`config.mk`:
```
export PLATFORM = sky130hd
export DESIGN_NAME = apb_m_if
export DESIGN_NICKNAME = d
export VERILOG_FILES = /design/src/rtl/apb_pkg.sv /design/src/rtl/apb_m_if.sv
export SDC_FILE = /design/constraint.sdc
export NUM_CORES = 1
export LEC_CHECK = 0
export CAP_MARGIN = 30
export CORE_UTILIZATION = 40
export CTS_CLUSTER_DIAMETER = 30
export DETAILED_ROUTE_END_ITERATION = 7
export GPL_ROUTABILITY_DRIVEN = 0
export PLACE_DENSITY = 0.81
export SLEW_MARGIN = 0
export SYNTH_ARGS = -nofsm -noshare
export SYNTH_HDL_FRONTEND = slang
export SYNTH_SLANG_ARGS = --single-unit
```
`constraint.sdc`:
```
create_clock -name pclk -period 4.1 [get_ports pclk]
set_input_delay 0.82 -clock pclk [delete_from_list [all_inputs] [get_ports pclk]]
set_output_delay 0.82 -clock pclk [all_outputs]
set_load 0.01 [all_outputs]
```
`src/rtl/apb_pkg.sv`:
```
// rtl/apb_pkg.sv - shared APB bridge types: FSM states, default widths, response record
package apb_pkg;

    localparam int APB_ADDR_W = 32;
    localparam int APB_DATA_W = 32;

    typedef enum logic [1:0] {
        IDLE,
        SETUP,
        ACCESS,
        RESP
    } apb_state_e;

    typedef struct packed {
        logic [APB_DATA_W-1:0] rdata;
        logic                  err;
    } apb_rsp_t;

endpackage

```
`src/rtl/apb_m_if.sv`:
```
// rtl/apb_m_if.sv - APB master bridge, valid/ready command in, valid/ready response out
// Optional ACCESS-phase timeout abort enabled by APB_M_TIMEOUT_EN.
module apb_m_if
    import apb_pkg::*;
#(
    parameter int ADDR_W         = APB_ADDR_W,
    parameter int DATA_W         = APB_DATA_W,
    parameter int TIMEOUT_CYCLES = 16
) (
    input  logic              pclk,
    input  logic              preset,
    input  logic              cmd_valid,
    output logic              cmd_ready,
    input  logic              cmd_write,
    input  logic [ADDR_W-1:0] cmd_addr,
    input  logic [DATA_W-1:0] cmd_wdata,
    output logic              rsp_valid,
    input  logic              rsp_ready,
    output logic [DATA_W-1:0] rsp_rdata,
    output logic              rsp_err,
    output logic [ADDR_W-1:0] paddr,
    output logic              pwrite,
    output logic              psel,
    output logic              penable,
    output logic [DATA_W-1:0] pwdata,
    input  logic [DATA_W-1:0] prdata,
    input  logic              pready
);

    apb_state_e        state_q, state_d;
    logic [ADDR_W-1:0] paddr_q, paddr_d;
    logic              pwrite_q, pwrite_d;
    logic [DATA_W-1:0] pwdata_q, pwdata_d;
    logic [DATA_W-1:0] rdata_q, rdata_d;
    logic              err_q, err_d;

`ifdef APB_M_TIMEOUT_EN
    localparam int CNT_W = $clog2(TIMEOUT_CYCLES + 1);
    logic [CNT_W-1:0] cnt_q, cnt_d;

    always_ff @(posedge pclk or posedge preset) begin
        if (preset) begin
            cnt_q <= '0;
        end else begin
            cnt_q <= cnt_d;
        end
    end
`endif

    always_ff @(posedge pclk or posedge preset) begin
        if (preset) begin
            state_q  <= IDLE;
            paddr_q  <= '0;
            pwrite_q <= 1'b0;
            pwdata_q <= '0;
            rdata_q  <= '0;
            err_q    <= 1'b0;
        end else begin
            state_q  <= state_d;
            paddr_q  <= paddr_d;
            pwrite_q <= pwrite_d;
            pwdata_q <= pwdata_d;
            rdata_q  <= rdata_d;
            err_q    <= err_d;
        end
    end

    always_comb begin
        state_d  = state_q;
        paddr_d  = paddr_q;
        pwrite_d = pwrite_q;
        pwdata_d = pwdata_q;
        rdata_d  = rdata_q;
        err_d    = err_q;
`ifdef APB_M_TIMEOUT_EN
        cnt_d    = cnt_q;
`endif
        unique case (state_q)
            IDLE: begin
                if (cmd_valid) begin
                    paddr_d  = cmd_addr;
                    pwrite_d = cmd_write;
                    pwdata_d = cmd_write ? cmd_wdata : '0;
                    state_d  = SETUP;
                end
            end
            SETUP: begin
`ifdef APB_M_TIMEOUT_EN
                cnt_d   = '0;
`endif
                state_d = ACCESS;
            end
            ACCESS: begin
                if (pready) begin
                    rdata_d = pwrite_q ? '0 : prdata;
                    err_d   = 1'b0;
                    state_d = RESP;
`ifdef APB_M_TIMEOUT_EN
                // The wait cycle that would bring the count to the limit ends the transfer.
                end else if (cnt_q == CNT_W'(TIMEOUT_CYCLES - 1)) begin
                    rdata_d = '0;
                    err_d   = 1'b1;
                    state_d = RESP;
                end else begin
                    cnt_d   = cnt_q + 1'b1;
`endif
                end
            end
            RESP: begin
                if (rsp_ready) begin
                    state_d = IDLE;
                end
            end
            default: state_d = IDLE;
        endcase
    end

    // Handshake outputs decode straight from state so an async reset drops them at once.
    assign cmd_ready = (state_q == IDLE) && !preset;
    assign psel      = (state_q == SETUP) || (state_q == ACCESS);
    assign penable   = (state_q == ACCESS);
    assign rsp_valid = (state_q == RESP);
    assign rsp_rdata = rdata_q;
    assign rsp_err   = err_q;
    assign paddr     = paddr_q;
    assign pwrite    = pwrite_q;
    assign pwdata    = pwdata_q;

endmodule

```
==> results_dict.tcl, run 1 <==
set metrics [dict create \
    status "finished clean" \
    row_count 35 \
    htree_levels 3 \
    dieWidth_um 101 \
    synth.area.top_cells "dfrtp_1, nand2_1, mux2_2" \
    grt_pass1_wl_um 15400 \
    critPathKind "in2out" \
    p_total_uw 4350 \
    cts_buffers 9 \
    fin_area_um2 6320 \
    vias_per_cell 4.60 \
    leakage_uw 0.00274 \
    ios 204 \
    synthCells 366 \
    power_density_nw_per_um2 689 \
    finalClockSkew_ns 0.0185 \
    min_period_ns 2.79 \
    initial_core_util 0.420 \
    cts_tree "yes" \
    grt_util_all_layers 0.193 \
    cts_buffer_depth 2 \
    synth_nets 472 \
    synth_cell_types 17 \
    clockRootBuffer "clkbuf_8" \
    startpoint_type "primary input" \
    antenna_violating_nets_post_route 0 \
    grt_max_degree 98 \
    fp.dieArea_um2 10300 \
    peakVddDrop_mv 0.341 \
    clock-sinks 99 \
    cp_max_fo 2 \
    area_growth_pct 59.7 \
    clkPwrFrac 0.149 \
    antenna_found_initial 0 \
    max_slew_margin 0.355 \
    grt-ovfl-total 0 \
    rsz0062_at_grt "no" \
    dieHeight_um 101 \
    worstPathArrival_ns 1.97 \
    ys_warn_count 0 \
    post-route-drc-count 0 \
    cts.clk_slew.worst_paths_ns 0.10 \
    place_area_um2 6110 \
    vias 3182 \
    postCtsHoldBufs 0 \
    p_int_uw 2910 \
    crit_buf_inv 2 \
    switching_power_uw 1440 \
    cpPeakStageDelay_ns 0.54 \
    wire_per_inst_um 14.0 \
    tightest_slew_ns 0.965 \
    cp-end-kind "output port" \
    first_iter_violations 48 \
    yosysTopAreaCell "dfrtp_1" \
    slew_violations 0 \
    hold_path.class "reg2reg" \
    routed_wl_um 9710 \
    dp_hpwl_um 7070 \
    maxCapViolCount 0 \
    synth.top_cell.area_share 0.626 \
    synth-seq-cells 99 \
    setup_viol 0 \
    min_period_over_period 0.680 \
    pre_cts_slack_ns 1.30 \
    cts_setup_buffers 0 \
    cts_resized 0 \
    antenna_cells 0 \
    hold_viol 0 \
    comb_power_share 0.464 \
    power.share.sequential 0.387 \
    fin_tns_setup_ns 0 \
    first_pass_iters 4 \
    place.port_buffers 202 \
    synth_area_um2 3960 \
    crit_chain "clkdlybuf4s50_1 > nor2b_1 > clkdlybuf4s50_1" \
    avgSynthCellArea_um2 10.8 \
    switching_share 0.331 \
    slowest_stage "clkdlybuf4s50_1" \
    yosysSeqAreaShare 0.626 \
    core-area_um2 9420 \
    crit_top_cell "clkdlybuf4s50_1" \
    grt_pass1_vias 3237 \
    timing.final.ws_setup_ns 1.31 \
    cp_top_family "buffers and inverters" \
    nets 664 \
    worstPathRequired_ns 3.28 \
    layout-drive-gt1-share 0.0888 \
    clock_latency_ns 0.35 \
    max_freq_ghz 0.359 \
]
## synthesized netlist by cell type
cell and number:
ha_1 4, nor2b_1 1, mux2i_1 1, clkbuf_1 16, nand2_1 98, mux2_2 28, nand2b_1 32, buf_4 1
dfrtp_1 99, inv_1 6, buf_2 7, a222oi_1 1, nor2_1 1, conb_1 1, mux2_1 6, o21ai_0 48
o21ai_1 16
## worst paths after layout
kind                       startpoint       endpoint  slack, ns  cells after the start
max in group asynchronous      preset  rsp_rdata[10]       2.41                      4
setup / recovery               preset      cmd_ready       1.31                      3
min in group asynchronous      preset  rsp_rdata[15]       0.79                      2
hold reg to reg            pwdata[14]     pwdata[14]       0.48                      2
setup reg to reg           state_q[1]      paddr[20]       2.11                      4
hold / removal             pwdata[14]     pwdata[14]       0.48                      2
## power by group through the flow
| stage | clock (uW) | sequential, uW | combinational (uW) |
|---|---|---|---|
| after floorplan | 0 | 1870 | 692 |
| after detailed placement | 0 | 1700 | 2050 |
| after global placement | 0 | 1680 | 1990 |
| after CTS | 666 | 1690 | 2050 |
| final | 648 | 1680 | 2020 |
| after global routing | 708 | 1740 | 2200 |
## kinds of logic after synthesis
| group | count (synthesis) | synth area share |
|---|---|---|
| AOI/OAI and AO/OA | 65 | 0.0835 |
| adders and majority gates | 4 | 0.0126 |
| buffers and inverters | 30 | 0.0316 |
| DFF | 99 | 0.626 |
| muxes | 35 | 0.0993 |
| other | 1 | 0.000948 |
| and+or+nand+nor | 132 | 0.146 |
## flip-flops by register name (all words and copies together), names as in the netlist
register,count
paddr,32
pwdata,32
rsp_rdata,32
state_q,2
pwrite,1
## worst reg2reg max path, cell delays in order, from the launching register on
cell and delay (ns):
dfrtp_1 0.40, inv_1 0.08, ha_1 0.23, nand2_4 0.68
mux2_2 0.49
## per-layer routing
metal | share of wire | vias up | global-route usage
met1 | 0.41 | 1478 | 0.229
met2 | 0.49 | 122 | 0.331
met5 | 0 | - | 0
met3 | 0.077 | 12 | 0.0607
met4 | 0.017 | 0 | 0.0680
li1 | - | 1570 | -
## layout make-up
| type | count | area, um^2 |
|---|---|---|
| fill | 725 | 3100 |
| sequential | 99 | 2480 |
| timing repair buffer | 205 | 2080 |
| multi-input combinational | 237 | 1370 |
| tap | 129 | 161 |
| clock buffer | 9 | 124 |
| clock inverter | 7 | 81.3 |
| inverter | 6 | 25.0 |
## metrics by stage
stage / std cells / util / hold slack (ns)
2_1_floorplan: 366 / - / 0.512
3_3_place_gp: 674 / 0.643 / 0.462
3_5_place_dp: 676 / 0.649 / 0.469
4_1_cts: 692 / 0.671 / 0.491
5_1_grt: 692 / 0.671 / 0.508
6_report: 692 / 0.671 / 0.484
## layout by cell type, fill, tap and decap left out, types with 4 or more instances in the layout
cell	n
ha_1	4
clkdlybuf4s50_1	202
nand2b_1	32
nand2_1	96
dfrtp_1	99
o21ai_1	16
mux2_2	28
inv_1	5
o21ai_0	48
clkbuf_8	9
mux2_1	6
(Power assumes the default switching activity.)
==> inputs of run 2 (changes only) <==
- CORE_UTILIZATION: 40 -> 36
- PLACE_DENSITY: 0.81 -> 0.77
- clock period: 4.1 -> 2.5 ns (I/O delays scaled with it)
==> results_dict.tcl, run 2 (synthesis results as in run 1) <==
set metrics [dict create \
    status "finished clean" \
    clock-sinks 99 \
    mostFrequentLayoutCells "clkdlybuf4s50_1, dfrtp_1, nand2_1, o21ai_0, nand2b_1" \
    fin_area_um2 6370 \
    post-route-drc-count 0 \
    nets 667 \
    holdPathEnd "pwdata[19]" \
    setup_viol 0 \
    power.share.sequential 0.377 \
    cts.clk_slew.worst_paths_ns 0.09 \
    htree_levels 3 \
    grt-ovfl-total 0 \
    antenna_cells 0 \
    power_density_nw_per_um2 1130 \
    grt_max_degree 100 \
    max_slew_margin 0.652 \
    reg2reg_from "state_q[0]" \
    cts_buffer_depth 2 \
    place.port_buffers 202 \
    min_from "pwdata[19]" \
    cts_resized 0 \
    cts_tree "yes" \
    cts_setup_buffers 0 \
    vias_per_cell 4.58 \
    holdPathStages 2 \
    hold_viol 0 \
    comb_power_share 0.474 \
    initial_core_util 0.377 \
    r2r_cells 4 \
    fp.dieArea_um2 11400 \
    min_period_ns 2.32 \
    slew_violations 0 \
    dieHeight_um 107 \
    fill_cells 888 \
    layout-drive-gt1-share 0.0903 \
    worstPathRequired_ns 2.00 \
    max_freq_ghz 0.431 \
    leakage_uw 0.00276 \
    rsz0062_at_grt "no" \
    cp_max_fo 4 \
    cts_buffers 9 \
    routed_wl_um 10000 \
    hold_path.class "reg2reg" \
    finalClockSkew_ns 0.00456 \
    min_period_over_period 0.929 \
    switching_power_uw 2310 \
    clockRootBuffer "clkbuf_8" \
    vias 3211 \
    rrSetupSlack_ns 0.80 \
    tightest_slew_ns 0.521 \
    p_int_uw 4920 \
    clock_latency_ns 0.35 \
    cp-end-kind "output port" \
    peakVddDrop_mv 0.566 \
    first_pass_iters 4 \
    place_area_um2 6160 \
    maxCapViolCount 0 \
    worstPathArrival_ns 1.82 \
    first_iter_violations 129 \
    antenna_found_initial 0 \
    reg2reg_to "state_q[1]" \
    area_growth_pct 60.9 \
    postCtsHoldBufs 0 \
    ios 204 \
    grt_pass1_vias 3370 \
    wire_per_inst_um 14.3 \
    row_count 37 \
    fin_tns_setup_ns 0 \
    dp_hpwl_um 7330 \
    core-area_um2 10500 \
    final_common_cell "clkdlybuf4s50_1" \
    switching_share 0.320 \
    dieWidth_um 107 \
    clkPwrFrac 0.149 \
    antenna_violating_nets_post_route 0 \
    grt_util_all_layers 0.183 \
    grt_pass1_wl_um 16100 \
    critPathKind "reg2out" \
    startpoint_type "register" \
]
run 2: cell types whose count changed in the layout (fill, tap and decap cells not counted), sizes merged:
cell	change
clkbuf	+5
clkinvlp	+1
inv	-4
clkinv	-3
buf	+3
run 2: per-layer routing:
| layer | part of all wire | track usage | vias up |
|---|---|---|---|
| met4 | 0.015 | 0.0714 | 0 |
| li1 | - | - | 1570 |
| met1 | 0.40 | 0.215 | 1490 |
| met2 | 0.50 | 0.311 | 139 |
| met5 | 0 | 0 | - |
| met3 | 0.083 | 0.0565 | 12 |
run 2: area by class of cell:
cell class	instances	area, um^2	share of cell area
clock buffer	14	183	0.0287
inverter	6	26.3	0.00413
multi-input combinational	237	1370	0.214
tap	136	170	0.0267
timing repair buffer	208	2120	0.332
clock inverter	1	30.0	0.00472
sequential	99	2480	0.389
run 2: worst max-delay path, stage by stage (launching register included):
cell and delay (ns):
dfrtp_1 0.40, inv_1 0.13, ha_1 0.23, nor2b_1 0.16, clkdlybuf4s50_1 0.55
run 2: worst max path at each step:
stage | startpoint | end | slack [ns] | cells past startpoint
finish | state_q[0] | cmd_ready | 0.18 | 4
global route | state_q[0] | cmd_ready | 0.06 | 4
global placement | preset | cmd_ready | 0.38 | 3
floorplan | preset | paddr[0] | 0.82 | 1
CTS | state_q[0] | cmd_ready | 0.14 | 4
detailed placement | preset | cmd_ready | 0.34 | 3
run 2: power groups by stage:
stage,combinational [uW],sequential [uW],clock [uW]
finish,3430,2720,1080
global route,3730,2820,1190
CTS,3480,2730,1110
detailed placement,3470,2760,0
global placement,3390,2710,0
floorplan,1130,3060,0
run 2: through the flow:
stage	utilization	instances	worst slack (ns)	hold WS, ns	total power, uW
2_1_floorplan	-	366	0.824	0.512	4190
3_3_place_gp	0.586	686	0.378	0.459	6100
3_5_place_dp	0.586	686	0.338	0.469	6230
4_1_cts	0.606	701	0.144	0.490	7330
5_1_grt	0.606	701	0.0590	0.514	7740
6_report	0.606	701	0.178	0.482	7230
==> inputs of run 3 (changes only) <==
- clock period: 2.5 -> 1.9 ns (I/O delays scaled with it)
==> results_dict.tcl, run 3 (synthesis results as in run 1) <==
set metrics [dict create \
    grt_util_all_layers 0.185 \
    hold_viol 0 \
    first_pass_iters 4 \
    place.port_buffers 202 \
    fill_cells 892 \
    cts_tree "yes" \
    clockRootBuffer "clkbuf_8" \
    grt_max_degree 65 \
    antenna_cells 0 \
    min_period_ns 1.81 \
    startpoint_type "register" \
    antenna_violating_nets_post_route 0 \
    critPathKind "reg2out" \
    peakVddDrop_mv 0.688 \
    timing.final.ws_setup_ns 0.0948 \
    antenna_found_initial 0 \
    rrSetupSlack_ns 0.25 \
    fin_tns_setup_ns 0 \
    area_growth_pct 63.0 \
    cts.clk_slew.worst_paths_ns 0.09 \
    setup_viol 0 \
    post-route-drc-count 0 \
    initial_core_util 0.377 \
    final_common_cell "clkdlybuf4s50_1" \
    power_density_nw_per_um2 1470 \
    grt_pass1_vias 3437 \
    pre_cts_slack_ns 0.0493 \
    post-route-util 0.614 \
    leakage_uw 0.00280 \
    min_period_over_period 0.950 \
    first_iter_violations 84 \
    cp_max_fo 4 \
    cts_buffer_depth 2 \
    mostFrequentLayoutCells "clkdlybuf4s50_1, dfrtp_1, nand2_1, o21ai_0, nand2b_1" \
    layout-drive-gt1-share 0.111 \
    nets 675 \
    vias 3249 \
    dp_hpwl_um 7640 \
    cp-end-kind "output port" \
    htree_levels 3 \
    max_freq_ghz 0.554 \
    slew_violations 0 \
    row_count 37 \
    core-area_um2 10500 \
    vias_per_cell 4.58 \
    finalClockSkew_ns 0.0124 \
    grt_pass1_wl_um 16500 \
    wire_per_inst_um 14.5 \
    cts_buffers 9 \
    hold_path.class "reg2reg" \
    worstPathArrival_ns 1.43 \
    dieWidth_um 107 \
    worstPathRequired_ns 1.52 \
    rsz0062_at_grt "no" \
    dieHeight_um 107 \
    routed_wl_um 10300 \
    grt-ovfl-total 0 \
    clock-sinks 99 \
    clock_latency_ns 0.34 \
    ios 204 \
    fp.dieArea_um2 11400 \
    maxCapViolCount 0 \
    status "finished clean" \
    postCtsHoldBufs 0 \
]
-- run 3: layer usage --
| layer | global-route usage | part of all wire | vias up |
|---|---|---|---|
| met2 | 0.335 | 0.52 | 117 |
| met4 | 0.0440 | 0.0060 | 0 |
| met5 | 0 | 0 | - |
| met3 | 0.0559 | 0.075 | 5 |
| li1 | - | - | 1586 |
| met1 | 0.214 | 0.40 | 1541 |
-- run 3: final cells by class --
type	count	area [um^2]	area share
Sequential cell	99	2480	0.384
Timing Repair Buffer	216	2210	0.342
Multi-Input combinational cell	237	1380	0.214
Tap cell	136	170	0.0264
Clock buffer	12	155	0.0240
Clock inverter	4	33.8	0.00524
Inverter	6	26.3	0.00407
-- run 3: worst max-delay path, stage by stage, from the launching register on --
cell and delay, ns:
dfrtp_1 0.41, inv_2 0.11, ha_4 0.17, nor2b_1 0.12
dlygate4sd2_1 0.27
-- run 3: stage by stage --
step           cells  hold WS, ns  power [uW]  area [um^2]
6_report         710        0.480        9500         6450
5_1_grt          710        0.503       10200         6450
4_1_cts          710        0.489        9620         6450
3_5_place_dp     692        0.469        8280         6240
3_3_place_gp     692        0.461        8110         6240
2_1_floorplan    366        0.512        5520         3960
-- run 3: final timing paths --
check,start,endpoint,cells after the start
setup reg to reg,state_q[1],state_q[1],4
hold / removal,rsp_rdata[28],rsp_rdata[28],2
hold reg to reg,rsp_rdata[28],rsp_rdata[28],2
min in group asynchronous,preset,paddr[29],4
setup / recovery,state_q[0],cmd_ready,4
max in group asynchronous,preset,pwdata[4],4
-- run 3: report_power, final --
part	switching (uW)	internal, uW
combinational	1900	2730
clock	719	559
sequential	516	3070
total	3140	6360
-- run 3: repair_timing --
| item | in CTS | in global routing |
|---|---|---|
| endpoints found under the setup margin | 4 | 1 |
| buffers inserted | 2 | 0 |
| resized for setup | 8 | 1 |
